--- src/rtl/alu_seq_pkg.sv ---
// alu_seq_pkg: shared state encoding, opcodes and default width for the ALU sequencer
package alu_seq_pkg;
  localparam int DEF_DATA_W = 16;
  typedef enum logic [2:0] {IDLE, LOAD, EXEC, DRIVE, RESP} state_t;
  localparam logic [2:0] OP_ADD = 3'd0;
  localparam logic [2:0] OP_SUB = 3'd1;
  localparam logic [2:0] OP_AND = 3'd2;
  localparam logic [2:0] OP_INVALID = 3'd7;
endpackage

--- src/rtl/alu_seq_if.sv ---
// alu_seq_if: requester handshakes, response and ALU latch/bus signals of the sequencer
interface alu_seq_if #(parameter int DATA_W = 16);
  logic req0_valid, req0_ready;
  logic [2:0] req0_op;
  logic [DATA_W-1:0] req0_a, req0_b;
  logic req1_valid, req1_ready;
  logic [2:0] req1_op;
  logic [DATA_W-1:0] req1_a, req1_b;
  logic rsp_valid, rsp_id, rsp_err, busy;
  logic [DATA_W-1:0] rsp_result;
  logic [DATA_W-1:0] ALU_In1, ALU_In2, BUS_In;
  logic [2:0] ALU_Sel;
  logic ALU_In1_En, ALU_In2_En, ALU_Out_En, BUS_Tri_En;
  modport master (
    input req0_valid, req0_op, req0_a, req0_b, req1_valid, req1_op, req1_a, req1_b, BUS_In,
    output req0_ready, req1_ready, rsp_valid, rsp_id, rsp_err, rsp_result, busy,
    output ALU_In1, ALU_In2, ALU_Sel, ALU_In1_En, ALU_In2_En, ALU_Out_En, BUS_Tri_En
  );
  modport slave (
    output req0_valid, req0_op, req0_a, req0_b, req1_valid, req1_op, req1_a, req1_b, BUS_In,
    input req0_ready, req1_ready, rsp_valid, rsp_id, rsp_err, rsp_result, busy,
    input ALU_In1, ALU_In2, ALU_Sel, ALU_In1_En, ALU_In2_En, ALU_Out_En, BUS_Tri_En
  );
endinterface

--- src/rtl/alu_seq_arb.sv ---
// alu_seq_arb: two-way grant; round-robin when ALU_SEQ_RR_EN is defined, else requester 0 wins
module alu_seq_arb (
  input  logic clk,
  input  logic rst,
  input  logic v0,
  input  logic v1,
  input  logic take,
  output logic gnt_valid,
  output logic gnt_id
);
  assign gnt_valid = v0 || v1;
`ifdef ALU_SEQ_RR_EN
  logic ptr;
  always_ff @(posedge clk)
    if (rst) ptr <= 1'b0;
    else if (take) ptr <= ~gnt_id;
  assign gnt_id = (v0 && v1) ? ptr : v1;
`else
  logic unused;
  assign unused = ^{clk, rst, take};
  assign gnt_id = v1 && !v0;
`endif
endmodule

--- src/rtl/alu_sequencer.sv ---
// alu_sequencer: shares one ALU between two requesters, stepping LOAD/EXEC/DRIVE/RESP
// Arbitration mode selected by ALU_SEQ_RR_EN (see alu_seq_arb).
module alu_sequencer import alu_seq_pkg::*; #(
  parameter int DATA_W = DEF_DATA_W,
  parameter int EXEC_CYCLES = 1
) (
  input logic clk,
  input logic rst,
  alu_seq_if.master io
);
  state_t state, next;
  logic [3:0] cnt;
  logic gnt_valid, gnt_id, hs;
  logic [2:0] op;
  logic [DATA_W-1:0] a, b;
  alu_seq_arb arb (.clk, .rst, .v0(io.req0_valid), .v1(io.req1_valid), .take(hs), .gnt_valid, .gnt_id);
  assign hs = state == IDLE && gnt_valid;
  assign io.req0_ready = hs && !gnt_id;
  assign io.req1_ready = hs && gnt_id;
  assign op = gnt_id ? io.req1_op : io.req0_op;
  assign a = gnt_id ? io.req1_a : io.req0_a;
  assign b = gnt_id ? io.req1_b : io.req0_b;
  assign io.ALU_In1_En = state == LOAD;
  assign io.ALU_In2_En = state == LOAD;
  assign io.ALU_Out_En = state == EXEC;
  assign io.BUS_Tri_En = state == DRIVE;
  assign io.rsp_valid = state == RESP;
  assign io.busy = state != IDLE;
  always_ff @(posedge clk)
    if (rst) state <= IDLE;
    else state <= next;
  always_comb begin
    next = state;
    case (state)
      IDLE:    next = hs ? (op == OP_INVALID ? RESP : LOAD) : IDLE;
      LOAD:    next = EXEC;
      EXEC:    next = cnt == '0 ? DRIVE : EXEC;
      DRIVE:   next = RESP;
      RESP:    next = IDLE;
      default: next = IDLE;
    endcase
  end
  // Operand/select registers double as the held ALU inputs; an invalid op leaves them untouched.
  always_ff @(posedge clk)
    if (rst) begin
      cnt <= '0;
      io.ALU_In1 <= '0;
      io.ALU_In2 <= '0;
      io.ALU_Sel <= '0;
      io.rsp_result <= '0;
      io.rsp_id <= 1'b0;
      io.rsp_err <= 1'b0;
    end else begin
      if (hs) begin
        io.rsp_id <= gnt_id;
        io.rsp_err <= op == OP_INVALID;
        if (op == OP_INVALID) io.rsp_result <= '0;
        else begin
          io.ALU_In1 <= a;
          io.ALU_In2 <= b;
          io.ALU_Sel <= op;
        end
      end
      if (state == LOAD) cnt <= 4'(EXEC_CYCLES - 1);
      else if (state == EXEC && cnt != '0) cnt <= cnt - 4'd1;
      if (state == DRIVE) io.rsp_result <= io.BUS_In;
    end
endmodule

--- src/flat_wrapper.sv ---
// flat-port wrapper written by rule: the top's interface ports become plain ports
module alu_sequencer_flat import alu_seq_pkg::*;
#(
  parameter int DATA_W = DEF_DATA_W,
  parameter int EXEC_CYCLES = 1
)
  (clk, rst, io_req0_valid, io_req0_op, io_req0_a, io_req0_b, io_req1_valid, io_req1_op, io_req1_a, io_req1_b, io_BUS_In, io_req0_ready, io_req1_ready, io_rsp_valid, io_rsp_id, io_rsp_err, io_rsp_result, io_busy, io_ALU_In1, io_ALU_In2, io_ALU_Sel, io_ALU_In1_En, io_ALU_In2_En, io_ALU_Out_En, io_BUS_Tri_En);
  alu_seq_if #(.DATA_W(DATA_W)) io_i ();
  input logic clk;
  input logic rst;
  input wire logic [$bits(io_i.req0_valid)-1:0] io_req0_valid;
  input wire logic [$bits(io_i.req0_op)-1:0] io_req0_op;
  input wire logic [$bits(io_i.req0_a)-1:0] io_req0_a;
  input wire logic [$bits(io_i.req0_b)-1:0] io_req0_b;
  input wire logic [$bits(io_i.req1_valid)-1:0] io_req1_valid;
  input wire logic [$bits(io_i.req1_op)-1:0] io_req1_op;
  input wire logic [$bits(io_i.req1_a)-1:0] io_req1_a;
  input wire logic [$bits(io_i.req1_b)-1:0] io_req1_b;
  input wire logic [$bits(io_i.BUS_In)-1:0] io_BUS_In;
  output wire logic [$bits(io_i.req0_ready)-1:0] io_req0_ready;
  output wire logic [$bits(io_i.req1_ready)-1:0] io_req1_ready;
  output wire logic [$bits(io_i.rsp_valid)-1:0] io_rsp_valid;
  output wire logic [$bits(io_i.rsp_id)-1:0] io_rsp_id;
  output wire logic [$bits(io_i.rsp_err)-1:0] io_rsp_err;
  output wire logic [$bits(io_i.rsp_result)-1:0] io_rsp_result;
  output wire logic [$bits(io_i.busy)-1:0] io_busy;
  output wire logic [$bits(io_i.ALU_In1)-1:0] io_ALU_In1;
  output wire logic [$bits(io_i.ALU_In2)-1:0] io_ALU_In2;
  output wire logic [$bits(io_i.ALU_Sel)-1:0] io_ALU_Sel;
  output wire logic [$bits(io_i.ALU_In1_En)-1:0] io_ALU_In1_En;
  output wire logic [$bits(io_i.ALU_In2_En)-1:0] io_ALU_In2_En;
  output wire logic [$bits(io_i.ALU_Out_En)-1:0] io_ALU_Out_En;
  output wire logic [$bits(io_i.BUS_Tri_En)-1:0] io_BUS_Tri_En;
  assign io_i.req0_valid = io_req0_valid;
  assign io_i.req0_op = io_req0_op;
  assign io_i.req0_a = io_req0_a;
  assign io_i.req0_b = io_req0_b;
  assign io_i.req1_valid = io_req1_valid;
  assign io_i.req1_op = io_req1_op;
  assign io_i.req1_a = io_req1_a;
  assign io_i.req1_b = io_req1_b;
  assign io_i.BUS_In = io_BUS_In;
  assign io_req0_ready = io_i.req0_ready;
  assign io_req1_ready = io_i.req1_ready;
  assign io_rsp_valid = io_i.rsp_valid;
  assign io_rsp_id = io_i.rsp_id;
  assign io_rsp_err = io_i.rsp_err;
  assign io_rsp_result = io_i.rsp_result;
  assign io_busy = io_i.busy;
  assign io_ALU_In1 = io_i.ALU_In1;
  assign io_ALU_In2 = io_i.ALU_In2;
  assign io_ALU_Sel = io_i.ALU_Sel;
  assign io_ALU_In1_En = io_i.ALU_In1_En;
  assign io_ALU_In2_En = io_i.ALU_In2_En;
  assign io_ALU_Out_En = io_i.ALU_Out_En;
  assign io_BUS_Tri_En = io_i.BUS_Tri_En;
  alu_sequencer #(.DATA_W(DATA_W), .EXEC_CYCLES(EXEC_CYCLES)) u_core (.clk(clk), .rst(rst), .io(io_i));
endmodule
--- config.mk ---
export PLATFORM = sky130hd
export DESIGN_NAME = alu_sequencer_flat
export DESIGN_NICKNAME = d
export VERILOG_FILES = /design/src/rtl/alu_seq_pkg.sv /design/src/rtl/alu_seq_if.sv /design/src/rtl/alu_seq_arb.sv /design/src/rtl/alu_sequencer.sv /design/src/flat_wrapper.sv
export SDC_FILE = /design/constraint.sdc
export NUM_CORES = 1
export LEC_CHECK = 0
export BUFFER_PORTS_ARGS = -buffer_cell sky130_fd_sc_hd__buf_2
export CAP_MARGIN = 20
export CORE_ASPECT_RATIO = 1.25
export CORE_MARGIN = 2
export CORE_UTILIZATION = 41
export CTS_CLUSTER_SIZE = 14
export DETAILED_ROUTE_END_ITERATION = 10
export PLACE_DENSITY = 0.82
export SLEW_MARGIN = 10
export SYNTH_ARGS = -nofsm -noshare
export SYNTH_HDL_FRONTEND = slang
export SYNTH_SLANG_ARGS = --single-unit
--- constraint.sdc ---
create_clock -name clk -period 1.6 [get_ports clk]
set_input_delay 0.24 -clock clk [delete_from_list [all_inputs] [get_ports clk]]
set_output_delay 0.24 -clock clk [all_outputs]
set_load 0.02 [all_outputs]
## Word level (Yosys, flattened, before mapping)

Cells that the tools add are included.

| word-level totals | value |
|---|---|
| flip-flop bits (word level) | 60 |
| input bits | 90 |
| output and inout port bits | 61 |
| word-level logic and storage cells | 42 |

| cells by class | value |
|---|---|
| add/sub/neg operators | 1 |
| equal/unequal tests | 5 |
| muxes and demuxes | 10 |
| bitwise gates (word level) | 1 |
| reduce and logical (&&, ||, !) cells | 17 |

Operator list:

| operator | count |
|---|---|
| 16-bit 2-to-1 mux | 5 |
| 3-bit case mux with 4 select lines | 1 |
| 3-bit 2-to-1 mux | 3 |
| 3-bit by 2-bit == test with 1-bit output, second input constant | 2 |
| 3-bit == test, second input constant | 2 |
| 1-bit logical AND | 5 |
| 4-bit zero test | 1 |
| 2-bit AND reduction | 2 |
| 2-bit nonzero test | 2 |
| 4-bit nonzero test | 1 |
| 4-bit by 1-bit subtractor with 4-bit output, second input constant | 1 |
| 3-bit by 1-bit == test with 1-bit output, second input constant | 1 |
| 3-bit zero test | 1 |
| 3-bit nonzero test | 1 |
| 1-bit zero test | 2 |
| 2-bit OR reduction | 1 |
| 1-bit logical OR | 1 |
| 1-bit 2-to-1 mux | 1 |
| 1-bit inverter | 1 |

## Longest topological paths before layout

| depth | value |
|---|---|
| word-level depth | 7 |
| gate-level depth with buffers | 6 |

## Modules after synthesis

Synthesis repeated with hierarchy kept, for this count alone.

| unflattened totals | value |
|---|---|
| cells, all modules | 277 |
| area, all modules | 2766.4 um^2 |

By module, submodules not included:

| module | instances | cells an instance | area each (um^2) |
|---|---|---|---|
| alu_sequencer | 1 | 275 | 2753.9 |
| alu_seq_arb | 1 | 2 | 12.5 |

## Worst setup path before layout

No wires, ideal clock.

| timing path | value |
|---|---|
| path type | register -> register |
| from | register u_core.state[1] |
| to | register u_core.cnt[1] |
| library setup time | 0.086 ns |
| data arrival time | 1.635 ns |
| data required time | 1.514 ns |
| slack | -0.121 ns |
| stages on the path, launching flop included | 5 |
| clock period less this slack | 1.721 ns |
| cells stage by stage | dfxtp_1 nor3b_1 nor2b_1 nor2_1 a211oi_1 |

| between the ends | value |
|---|---|
| cells in the longest elaborated chain, start to end | 2 |
| elaborated cells between the ends (all ways) | 4 |
| those cells by class | eq/ne (2); reduce/logical (2) |

Ends and longest elaborated chain:

| element | line | source |
|---|---|---|
| start: declaration | alu_sequencer.sv:11 | `state_t state, next;` |
| start signal: assignment | alu_sequencer.sv:31 | `else state <= next;` |
| 3-bit by 2-bit == test with 1-bit output | n/a |  |
| via io_ALU_Out_En | flat_wrapper.sv:32 | `output wire logic [$bits(io_i.ALU_Out_En)-1:0] io_ALU_Out_En;` |
| 1-bit logical AND | alu_sequencer.sv:65 | `else if (state == EXEC && cnt != '0) cnt <= cnt - 4'd1;` |
| end signal: assignment | alu_sequencer.sv:64 | `if (state == LOAD) cnt <= 4'(EXEC_CYCLES - 1);` |
| end signal: assignment | alu_sequencer.sv:65 |  |
| end: declaration | alu_sequencer.sv:12 | `logic [3:0] cnt;` |

The timed path passes the listed nets, and every way through them passes these cells.
A chain may end at the register's enable or synchronous reset.

## Final worst setup path

| timing path | value |
|---|---|
| from | register u_core.state[1] |
| to | output io_ALU_Out_En |

| between the ends | value |
|---|---|
| cells in the longest elaborated chain, start to end | 1 |

Ends and longest elaborated chain:

| element | line | source |
|---|---|---|
| 3-bit by 2-bit == test with 1-bit output | alu_sequencer.sv:25 | `assign io.ALU_Out_En = state == EXEC;` |
| end: declaration | flat_wrapper.sv:32 |  |

No other way between the ends.

==> run metrics <==
reg-to-reg startpoint=u_core.state[2]$_SDFF_PP0_; crit start category=flop; mean post-synth cell area=~9 um^2; GRT busiest layer=met2; largest net degree at the start of global routing=50; share of cells above drive strength 1=41.3%; status=finished clean; Sw Pwr=about 1900 uW; # H-tree levels=3; final worst-path cycle share=95.8%; die area=7700 um^2; switching share of power=between 30% and 40%; Routed wire per std cell=between 10 and 15 um; Async SR Flop Fraction=0%; Leakage Power=just over 0.002 uW; placed cells=552; fmax=between 600 and 700 MHz; Worst Path Required=between 1000 and 1500 ps; die height=about 100 um; PwrDens=between 1000 and 1500 nW/um^2; CTS Hold Buffers Added=0; clk buf depth=2; met2 usage=about a third; net count after synthesis=roughly 410; RSZ-0062 raised after global routing=yes; synth unique cells=31; Clk Tree Root Cell=clkbuf_8; Num CTS Buffers=9; Final Hold Fails=0; first-pass GRT wire length=approximately 11 mm; area growth from synthesis to layout=41.1%; 1st-iter DRT viols=86; Warnings, synthesis=0; CP Max Fanout=5; met3 track demand over resource=about 5.6%; prevailing post-synth register cell=dfxtp_1; Final Skew=12.2 ps; antenna-violating nets left=0; Slew Viols, Final=0; Initial Utilization=approximately two fifths; Via density=between 4 and 5; Pint=3600 uW; GRT Overall Usage=between 10% and 20%; clk slew on worst S/H paths=80 ps; Syn Inst Count=321; min Tclk post-route=~1500 ps; #FFs+latches synth=60; worst vdd ir=around 630 uV; class of the most critical setup path=flop to output pin; Critical Path Sink Type=output pin; DRC viols=0; layout net count=566; sequential share of power=between 30% and 40%; max-cap violations=0; R2R depth=5; vias in the first global route=~2600; DR vias=roughly 2800; core box area=between 6000 and 7000 um^2; Clock Sinks=60; initial antenna violation count=0; Slew @ Worst Pin=between 300 and 400 ps; post-synthesis sequential area ratio=41.8%; I/O Pins=151; HPWL Detailed=about 5.2 mm; Routed WL=~7.2 mm; Worst Setup SP=u_core.state[1]$_SDFF_PP0_; setup TNS=0 ps; worst min-delay path category=primary input to flop; Final Util=between 50% and 60%; GR Layer Usage met1=roughly a fifth; CP Data Arrival Time=1290 ps; worst setup path end=io_ALU_Out_En; r2r setup slk=130 ps; Post-synth EDFFs=0; gr ovfl total=0; Clk network pwr share=27.4%; synthesized cell area=approximately 2900 um^2; # setup viols final=0; DIE WIDTH=slightly below 80 um; row cnt=34; Slew headroom=about three quarters; RR Endpoint=u_core.io.rsp_result[1]$_SDFFE_PP0P_; Antenna diodes=0; RePlAce Congestion=approximately 0.76; Comb pwr share=roughly 38%; Non-Filler Instances=between 500 and 600; drt first pass iters=4; PortBufs=150; clk_lat worst skew=330 ps; CTS tree=yes
==> worst min path at each step <==
stage / to / slack (ps) / from / cells after the start
after floorplan: u_core.io.rsp_result[10]$_SDFFE_PP0P_ / 370 / io_BUS_In[10] / 1
after global placement: u_core.io.rsp_result[1]$_SDFFE_PP0P_ / 450 / io_BUS_In[1] / 2
after detailed placement: u_core.io.rsp_result[13]$_SDFFE_PP0P_ / 460 / io_BUS_In[13] / 2
after CTS: u_core.io.rsp_result[13]$_SDFFE_PP0P_ / 100 / io_BUS_In[13] / 2
after global routing: u_core.io.rsp_result[7]$_SDFFE_PP0P_ / 90 / io_BUS_In[7] / 2
final: u_core.io.rsp_result[7]$_SDFFE_PP0P_ / 110 / io_BUS_In[7] / 2
==> registers in the layout, indices dropped and copies added (netlist names) <==
register / flops
u_core.io.ALU_In2: 16
u_core.state: 3
u_core.io.rsp_id: 1
u_core.io.rsp_result: 16
u_core.io.ALU_In1: 16
u_core.io.rsp_err: 1
u_core.io.ALU_Sel: 3
u_core.cnt: 4
==> cells by family after synthesis <==
family	Yosys count	share of synthesized area [%]
AO/OA/AOI/OAI	32	9.66
XOR/XNOR	3	0.914
adder cells (fa/ha/maj)	2	0.870
buffers and inverters	28	5.53
flip-flops	60	41.8
multiplexers	36	12.9
AND/OR/NAND/NOR	160	28.4
==> critical path: stages, from the launching register on <==
cell and delay (ps):
dfxtp_2 360, buf_4 140, nor3b_4 260, buf_4 190
==> layer usage <==
metal | vias up | part of all wire, %
li1 | 1393 | -
met1 | 1283 | 41
met2 | 93 | 51
met3 | 8 | 6.6
met4 | 0 | 1.1
met5 | - | 0
==> layout by cell type (no fill, tap or decap), drive strengths merged <==
| cell type | instances |
|---|---|
| a21boi | 1 |
| or3 | 32 |
| a31oi | 3 |
| o21ai | 1 |
| nor3b | 4 |
| nor2b | 3 |
| bufinv | 2 |
| nand2 | 9 |
| o21a | 3 |
| and2 | 1 |
| a211o | 1 |
| clkinvlp | 1 |
| a211oi | 3 |
| or2 | 1 |
| a311oi | 1 |
| clkbuf | 9 |
| nand2b | 33 |
| a21oi | 3 |
| ha | 2 |
| mux2i | 34 |
| buf | 166 |
| and3b | 2 |
| clkinv | 2 |
| inv | 6 |
| mux2 | 2 |
| xnor2 | 3 |
| dfxtp | 60 |
| nor3 | 6 |
| a22o | 16 |
| nor2 | 69 |
==> metrics by stage <==
step | setup slack [ps] | power (uW) | hold slack, ps | area, um^2
floorplan | 23.3 | 3260 | 365 | 2880
global placement | 65.2 | 3870 | 450 | 3780
detailed placement | -79.0 | 3930 | 455 | 3780
CTS | 17.1 | 5480 | 97.9 | 4010
global route | -22.0 | 5800 | 92.1 | 4060
finish | 67.8 | 5510 | 111 | 4060
==> Yosys cell counts, types with 4 or more instances <==
| cell type | n | area [um^2] |
|---|---|---|
| nor3b_1 | 4 | 30.0 |
| nor3_1 | 6 | 30.0 |
| buf_2 | 4 | 20.0 |
| nor2_1 | 69 | 259 |
| mux2i_1 | 34 | 340 |
| nand2_1 | 9 | 33.8 |
| inv_1 | 4 | 15.0 |
| buf_6 | 4 | 45.0 |
| or3_1 | 32 | 200 |
| a22o_1 | 16 | 140 |
| dfxtp_1 | 60 | 1200 |
| clkbuf_1 | 13 | 48.8 |
| nand2b_1 | 32 | 200 |
==> power by group through the flow <==
stage               logic [uW]  clock network [uW]  registers, uW
floorplan                  986                   0           2270
global placement          1930                   0           1940
detailed placement        1980                   0           1950
CTS                       2010                1550           1920
global route              2220                1620           1960
finish                    2070                1510           1940
==> layout make-up <==
type | instances | area (um^2)
inverter | 4 | 15.0
clock buffer | 9 | 124
multi-input combinational | 233 | 1550
timing repair buffer | 166 | 951
clock inverter | 7 | 98.8
fill | 654 | 2840
sequential | 60 | 1200
tap | 90 | 113
==> what timing repair did <==
action                     4_1_cts  5_1_grt
buffers inserted                 0        1
pin swaps                        0        3
setup endpoints to repair       22        9
resized for setup                4       13
(Power assumes the default switching activity.)
